--- src/rtl/psum_ofifo.sv ---
// Output FIFO for the bottom row of the PE array: one independent circular buffer per column,
// first-word-fall-through, popped as a whole row once every column holds data.
module psum_ofifo #(
    parameter int psum_bw = 16,
    parameter int col     = 8,
    parameter int depth   = 8
) (
    input  logic                   clk,
    input  logic                   reset,
    input  logic [psum_bw*col-1:0] in,
    input  logic [col-1:0]         in_zero,
    input  logic [col-1:0]         wr,
    input  logic                   rd,
    output logic [psum_bw*col-1:0] out,
    output logic [col-1:0]         out_zero,
    output logic                   o_valid,
    output logic                   o_full,
    output logic                   err
);

    localparam int aw = $clog2(depth);

    logic [col-1:0] col_empty;
    logic [col-1:0] col_full;
    logic [col-1:0] wr_ok;
    logic [col-1:0] wr_drop;
    logic           pop;

    assign o_valid = &(~col_empty);
    assign o_full  = |col_full;
    assign pop     = rd & o_valid;

    for (genvar g = 0; g < col; g++) begin : g_col
        logic [psum_bw:0] mem [depth];
        logic [aw:0]      rptr;
        logic [aw:0]      wptr;
        logic [psum_bw:0] head;

        assign col_empty[g] = (rptr == wptr);
        assign col_full[g]  = (rptr[aw-1:0] == wptr[aw-1:0]) && (rptr[aw] != wptr[aw]);
        // A full column still takes a write when the row pop frees its head slot this edge.
        assign wr_ok[g]     = wr[g] & (~col_full[g] | pop);
        assign wr_drop[g]   = wr[g] & col_full[g] & ~pop;

        always_ff @(posedge clk) begin
            if (wr_ok[g]) begin
                mem[wptr[aw-1:0]] <= {in_zero[g], in[psum_bw*g +: psum_bw]};
            end
        end

        always_ff @(posedge clk or negedge reset) begin
            if (!reset) begin
                rptr <= '0;
                wptr <= '0;
            end else begin
                if (wr_ok[g]) begin
                    wptr <= wptr + (aw+1)'(1);
                end
                if (pop) begin
                    rptr <= rptr + (aw+1)'(1);
                end
            end
        end

        assign head                       = mem[rptr[aw-1:0]];
        assign out[psum_bw*g +: psum_bw]  = o_valid ? head[psum_bw-1:0] : '0;
        assign out_zero[g]                = o_valid & head[psum_bw];
    end

    always_ff @(posedge clk or negedge reset) begin
        if (!reset) begin
            err <= 1'b0;
        end else if (|wr_drop) begin
            err <= 1'b1;
        end
    end

endmodule

--- config.mk ---
export PLATFORM = sky130hd
export DESIGN_NAME = psum_ofifo
export DESIGN_NICKNAME = d
export VERILOG_FILES = /design/src/rtl/psum_ofifo.sv
export SDC_FILE = /design/constraint.sdc
export NUM_CORES = 1
export LEC_CHECK = 0
export ABC_AREA = 1
export BUFFER_PORTS_ARGS = -buffer_cell sky130_fd_sc_hd__buf_2
export CORE_MARGIN = 2
export CORE_UTILIZATION = 55
export CTS_CLUSTER_DIAMETER = 80
export DETAILED_ROUTE_END_ITERATION = 8
export GPL_TIMING_DRIVEN = 0
export MAX_ROUTING_LAYER = met4
export PLACE_DENSITY_LB_ADDON = 0.12
export SLEW_MARGIN = 40
export SYNTH_ARGS = -nofsm -noshare
export SYNTH_HDL_FRONTEND = slang
export SYNTH_SLANG_ARGS = --single-unit
--- constraint.sdc ---
create_clock -name clk -period 2.45 [get_ports clk]
set_clock_uncertainty 0.1 [all_clocks]
set_input_delay 0.1225 -clock clk [delete_from_list [all_inputs] [get_ports clk]]
set_output_delay 0.1225 -clock clk [all_outputs]
set_load 0.05 [all_outputs]
==> impl_results.md, run 1 <==
* Die Area at 88990 um^2
* Via count at 32820
* WL/cell at 23.44 um
* Yosys reg bits at 1153
* CTS tree: yes
* Worst-Margin Slew at 0.7473 ns
* Post-route DRC violation count at 0
* Setup TNS at -333.88 ns
* Max-cap violations at 0
* Layout Utilization at 0.7169
* Die width at 298.3 um
* Final Cycle Share at 1.248
* Detailed Routing Iterations Pass 1 at 5
* Worst EP arrival at 2.83 ns
* Top post-synthesis cells by area: edfxtp_1, nand2_1, a21oi_1
* Slowest-stage cell, CP: dfrtp_1
* H-tree Lvls at 3
* Kind of critical path: reg2out
* Clk buf depth at 3
* Pin count of the biggest net entering global routing at 45
* Gpl congestion at 0.8366
* Sequential-to-total area share from yosys stat at 0.7199
* Number of synthesized flops with an enable pin at 1088
* Number of port buffers at 285
* Setup-failing EPs final at 1233
* Total grt overflow at 0
* Min-Delay Path Class: in2reg
* Mapped Nets at 3819
* DP Area at 51350 um^2
* Share of cells above drive strength 1 at 0.2686
* CP Data Required Time at 2.23 ns
* CP Launch Type: flop
* Initial antenna violation count at 8
* # clock sinks at 1153
* Fmax achieved at 0.3271 GHz
* Slowest cell delay on critical path at 0.40 ns
* Outcome: finished with violations
* Largest area contributor in the netlist: edfxtp_1
* Finished Cell Area at 61330 um^2
* Ys Warns at 0
* Syn avg cell area at 13.03 um^2
* Synth Flop Type: edfxtp_1
* DRT antenna net count at 0
* DR vias/cell at 5.806
* Post-Synthesis Cells at 3656
* Yosys cell types at 38
* RSZ-0062 raised after global routing: yes
* Async SR Flop Fraction at 0.05637
* Mapped Area at 47640 um^2
* Initial DRC count at 3223
* Routed WL at 132500 um
* First-pass GRT wire length at 195200 um
* Final Max Tran Viols at 0
* Root buf cell: clkbuf_16
* DP HPWL at 79370 um
* Row Count at 107
* Synth top cells by count: edfxtp_1, nand2_1, a21oi_1
* Critical path cell sequence: buf_6, inv_8, nand2_4, nand2_4, nor2_4, nand2_2, nand2_2, nor2_4, nand2_4, buf_12, buf_12, a211oi_4, buf_6
* Final WS setup at -0.6072 ns
* CP endpoint kind: primary output
* Crit path top cell by count: nand2_4
* Critical path buffer and inverter count at 5
* Core Region at 85550 um^2
* GRT Util Overall at 0.2995
* CP delay by family, top: buffers and inverters
* Final Critical Period at 3.057 ns
* Fin. Hold Viols at 0
* Die Ht at 298.3 um
* Cell with the most instances after synthesis: edfxtp_1
* TritonCTS Buffers at 116
* CP max FO at 6
* Fin nets at 4561
* Failing checks: setup timing
* Initial Util at 0.5569
* P&R area growth vs syn at 28.74%
* Boundary pin count at 286
* Clk_lat worst skew at 0.69 ns
* Clk slew on worst S/H paths at 0.06 ns
* Vias in the first global route at 32510
* Synth top area share at 0.6858
* Pre-CTS setup slack at -0.7809 ns
* Max_slew headroom at 0.5018
-- worst register-to-register path: stages, from the launching register on --
cell,delay (ns)
dfrtp_1,0.40
buf_6,0.15
inv_8,0.07
nand2_4,0.06
nand2_4,0.08
nor2_4,0.05
nand2_2,0.05
nand2_2,0.06
nor2_4,0.18
buf_4,0.14
buf_6,0.09
nand3_4,0.09
buf_12,0.16
buf_12,0.16
nand2_8,0.10
nand2_8,0.10
nor2_4,0.51
-- worst paths after layout --
check / to / slack, ns / startpoint / cells past startpoint
max in group asynchronous: g_col[6].wptr[0] / 1.49 / reset / 4
setup reg to reg: g_col[5].mem[3][9] / -0.49 / g_col[1].rptr[0] / 16
setup / recovery: out[54] / -0.61 / g_col[1].rptr[0] / 13
hold / removal: g_col[1].mem[4][7] / 0.14 / in[23] / 2
min in group asynchronous: g_col[2].wptr[1] / 0.44 / reset / 4
hold reg to reg: err / 0.41 / err / 2
-- layout by cell type (no fill, tap or decap), types with 9 or more instances in the layout --
cell type / n
nand3_1: 63
clkinv_2: 22
diode_2: 11
xor2_1: 19
nand2_8: 12
nor2_4: 81
a32o_1: 119
clkinv_1: 37
o21ai_0: 67
inv_1: 62
o21ai_1: 11
buf_2: 162
buf_6: 164
nor2_1: 167
mux2_2: 34
clkbuf_16: 119
dfrtp_2: 24
clkbuf_4: 9
inv_2: 20
clkbuf_2: 88
edfxtp_1: 1088
a21oi_1: 390
dfrtp_1: 41
clkbuf_1: 65
buf_4: 150
a22oi_1: 119
dlygate4sd3_1: 147
inv_4: 9
buf_8: 25
nand2_2: 25
a211oi_2: 30
ha_1: 16
nand2_1: 871
buf_16: 14
a211oi_4: 89
buf_12: 64
-- sequential cells by signal, summed over array words and instances, names as in the netlist --
register / count
err: 1
g_col.mem: 1088
g_col.rptr: 32
g_col.wptr: 32
-- routing by layer --
| metal | track usage | vias up | routed length [um] |
|---|---|---|---|
| met1 | 0.3906 | 16270 | 53290 |
| met4 | 0.09966 | 0 | 4295 |
| met2 | 0.4867 | 1426 | 64730 |
| met3 | 0.04368 | 292 | 10180 |
| li1 | - | 14840 | - |
| met5 | - | - | 0 |
-- area by class of cell --
cell class / instances / area [um^2]
fillers: 5561 / 24220
multi-input cells: 2159 / 13410
inverters: 100 / 444.2
flip-flops and latches: 1153 / 34330
plain buffers: 219 / 1553
clock buffers: 149 / 3131
well taps: 1144 / 1431
repair buffers: 649 / 6507
diodes: 11 / 27.53
clock inverters: 69 / 505.5
-- cell families after synthesis --
family          Yosys count  share of synthesized area
flops                  1153                     0.7199
xor+xnor                 31                   0.007118
simple gates           1252                     0.1032
mux                      34                   0.008037
buf+inv                 344                    0.03393
compound gates          826                     0.1235
fa+ha+maj                16                   0.004202
-- per-stage QoR --
stage                     cells  hold WS, ns
after floorplan            3656      -0.2731
after global placement     5085       0.2914
after detailed placement   5103     -0.09635
after CTS                  5593       0.1004
after global routing       5650       0.1329
final                      5653       0.1447
-- timing repair --
| item | in CTS | in global routing |
|---|---|---|
| buffers inserted | 126 | 64 |
| hold buffers | 148 | 0 |
| endpoints found under the hold margin | 1407 | 0 |
| pin swaps | 53 | 47 |
| endpoints found under the setup margin | 1248 | 1241 |
| resized for setup | 584 | 225 |
| gates cloned | 13 | 0 |
Power of run 1 is left out: the tool's default activity adds up to more than one toggle a clock period on the data nets, which glitch-free logic cannot reach.
==> run 2, diff against run 1 <==
CTS_BUF_LIST = sky130_fd_sc_hd__clkbuf_4 sky130_fd_sc_hd__clkbuf_8 sky130_fd_sc_hd__clkbuf_16   (was not set)
==> run 2 against run 1 <==
The flow still finishes with violations (setup timing). Wire length up 1.9%. Register-to-register slack better by 0.15 ns. Die area unchanged. Worst hold slack worse by 0.0074 ns. First-iteration DRC count up 5.8%. Via count up 1.4%. Count of clock-buffer cells in the layout unchanged. Non-clock buffer count up 69. Sequential share of layout area down 0.95 points.
==> impl_results.md, run 2 (synthesized netlist as in run 1, its figures left out) <==
* Outcome: finished with violations (unchanged)
* Failing checks: setup timing (unchanged)
* Final Max Tran Viols at 0 (unchanged)
* Reg area at 34330 um^2 (unchanged)
* DP HPWL at 79370 um (unchanged)
* WL/cell at 23.60 um (was 23.44 um)
* Reg-to-Reg End: g_col[2].mem[6][6] (was g_col[5].mem[3][9])
* Row Count at 107 (unchanged)
* TritonCTS Buffers at 116 (unchanged)
* P&R area growth vs syn at 30.96% (was 28.74%)
* Max_slew headroom at 0.4806 (was 0.5018)
* CTS tree: yes (unchanged)
* Root buf cell: clkbuf_16 (unchanged)
* Total grt overflow at 0 (unchanged)
* Commonest cells after routing, fill and taps aside: edfxtp_1, nand2_1, a21oi_1 (unchanged)
* Clk buf depth at 3 (unchanged)
* Layout fillers at 5416 (was 5561)
* H-tree Lvls at 3 (unchanged)
* Fmax achieved at 0.3234 GHz (was 0.3271 GHz)
* Clk_lat worst skew at 0.70 ns (was 0.69 ns)
* DR vias/cell at 5.813 (was 5.806)
* Min-Delay Path Class: in2reg (unchanged)
* Clk slew on worst S/H paths at 0.06 ns (about the same)
* Slowest-stage cell, CP: dfrtp_2 (was dfrtp_1)
* First-pass GRT wire length at 194000 um (was 195200 um)
* Fin. Hold Viols at 0 (unchanged)
* Hold Crit Start: in[37] (was in[23])
* # clock sinks at 1153 (unchanged)
* Worst EP arrival at 2.87 ns (was 2.83 ns)
* Die Area at 88990 um^2 (unchanged)
* Post-route DRC violation count at 0 (unchanged)
* Slowest cell delay on critical path at 0.47 ns (was 0.40 ns)
* CP Data Required Time at 2.23 ns (about the same)
* Pre-CTS setup slack at -0.7809 ns (unchanged)
* Vias in the first global route at 32260 (was 32510)
* Boundary pin count at 286 (unchanged)
* Max-cap violations at 0 (unchanged)
* Final Critical Period at 3.092 ns (was 3.057 ns)
* Fin nets at 4632 (was 4561)
* Number of port buffers at 285 (unchanged)
* CP delay by family, top: simple AND/OR/NAND/NOR gates (was buffers and inverters)
* Detailed Routing Iterations Pass 1 at 5 (unchanged)
* Area of the multi-input gates at 13500 um^2 (was 13410 um^2)
* Initial DRC count at 3410 (was 3223)
* Die width at 298.3 um (unchanged)
* Die Ht at 298.3 um (unchanged)
* Critical path cell sequence: inv_2, nand2_1, nand2_4, nor2_4, nand2_2, nand2_2, nor2_4, nand2_4, buf_12, buf_12, a211oi_4, buf_6 (was buf_6, inv_8, nand2_4, nand2_4, nor2_4, nand2_2, nand2_2, nor2_4, nand2_4, buf_12, buf_12, a211oi_4, buf_6)
* Critical path buffer and inverter count at 4 (was 5)
* Reg2reg start: g_col[1].wptr[0] (was g_col[1].rptr[0])
* Final Cycle Share at 1.262 (was 1.248)
* Most common cell after layout, fill and taps aside: edfxtp_1 (unchanged)
* R2r setup slk at -0.34 ns (was -0.49 ns)
* Final hold slack at 0.1373 ns (was 0.1447 ns)
* Via count at 33270 (was 32820)
* CP endpoint kind: primary output (unchanged)
* Hold path depth at 2 (unchanged)
* Initial Util at 0.5569 (unchanged)
* Gpl congestion at 0.8366 (unchanged)
* Setup-failing EPs final at 1255 (was 1233)
* Reg2Reg Depth at 16 (unchanged)
* Routed WL at 135100 um (was 132500 um)
* GRT Util Overall at 0.2971 (was 0.2995)
* CP Launch Type: flop (unchanged)
* DRT antenna net count at 0 (unchanged)
* Hold path endpoint: g_col[2].mem[3][5] (was g_col[1].mem[4][7])
* Layout Utilization at 0.7293 (was 0.7169)
* Share of cells above drive strength 1 at 0.2810 (was 0.2686)
* RSZ-0062 raised after global routing: yes (unchanged)
* Max reg flops at 1088 (unchanged)
* Worst-Margin Slew at 0.7790 ns (was 0.7473 ns)
* Core Region at 85550 um^2 (unchanged)
* Final WS setup at -0.6423 ns (was -0.6072 ns)
* Initial antenna violation count at 9 (was 8)
* CP max FO at 6 (unchanged)
* Pin count of the biggest net entering global routing at 45 (unchanged)
* Kind of critical path: reg2out (unchanged)
==> run 2: cell types whose count changed in the layout (fill, tap and decap cells not counted), moves of 5 or more <==
| cell | before | now |
|---|---|---|
| clkbuf_4 | 9 | 40 |
| buf_12 | 64 | 91 |
| buf_4 | 150 | 165 |
| buf_6 | 164 | 179 |
| clkbuf_1 | 65 | 50 |
| clkbuf_16 | 119 | 131 |
| a211oi_2 | 30 | 20 |
| a211oi_4 | 89 | 99 |
| buf_8 | 25 | 19 |
| nor2_1 | 167 | 173 |
| buf_16 | 14 | 9 |
==> run 2: area by class of cell <==
| type | count | share of cell area |
|---|---|---|
| antenna | 10 | 0.0004011 |
| timing repair buffer | 715 | 0.1189 |
| clock inverter | 69 | 0.008102 |
| tap | 1144 | 0.02294 |
| inverter | 100 | 0.007059 |
| sequential | 1153 | 0.5502 |
| multi-input combinational | 2161 | 0.2163 |
| buffer | 222 | 0.02427 |
| clock buffer | 149 | 0.05174 |
==> run 2: how the worst max path moves through the flow <==
stage | to | slack (ns) | depth (start not counted) | startpoint
6_report | out[54] | -0.64 | 12 | g_col[1].wptr[0]
5_1_grt | out[9] | -0.69 | 13 | g_col[1].rptr[0]
4_1_cts | out[27] | -0.61 | 14 | g_col[0].wptr[2]
3_5_place_dp | g_col[1].mem[4][2] | -0.78 | 12 | g_col[0].rptr[0]
3_3_place_gp | g_col[2].mem[6][4] | -1.53 | 12 | g_col[0].rptr[0]
2_1_floorplan | g_col[5].mem[2][0] | -0.22 | 13 | g_col[4].rptr[0]
==> run 2: what timing repair did <==
action                                  in CTS  in global routing
resized for setup                          481                328
endpoints found under the setup margin    1248               1259
pin swaps                                   47                 83
hold buffers                               148                  0
endpoints found under the hold margin     1278                  0
gates cloned                                 9                 11
buffers inserted                           117                133
==> run 2: worst reg2reg max path: stages (launching register included) <==
cell and delay (ns):
dfrtp_2 0.47, inv_2 0.08, nand2_1 0.12, nand2_4 0.10, nor2_4 0.04, nand2_2 0.05
nand2_2 0.06, nor2_4 0.19, buf_6 0.13, nand3_4 0.07, buf_12 0.15, buf_12 0.13
nand2_8 0.07, buf_6 0.11, nand3_4 0.13, nor2_4 0.28, clkbuf_16 0.22
==> run 2: per-layer routing <==
layer  part of all wire  vias to the layer above  wire, um  global-route usage
met2               0.50                     1478     67250              0.4843
met4              0.030                        0      4058             0.09273
met3              0.076                      289     10280             0.04499
li1                   -                    14980         -                   -
met5                  0                        -         0                   -
met1               0.40                    16520     53490              0.3876
==> run 2: per-stage QoR <==
| step | std cells | setup TNS [ns] | instance area (um^2) |
|---|---|---|---|
| 6_report | 5723 | -257.92 | 62390 |
| 5_1_grt | 5722 | -357.83 | 62390 |
| 4_1_cts | 5580 | -395.02 | 59700 |
| 3_5_place_dp | 5103 | -688.70 | 51350 |
| 3_3_place_gp | 5085 | -1124.66 | 50650 |
| 2_1_floorplan | 3656 | -62.40 | 47790 |
Power of run 2 is left out for the same reason.
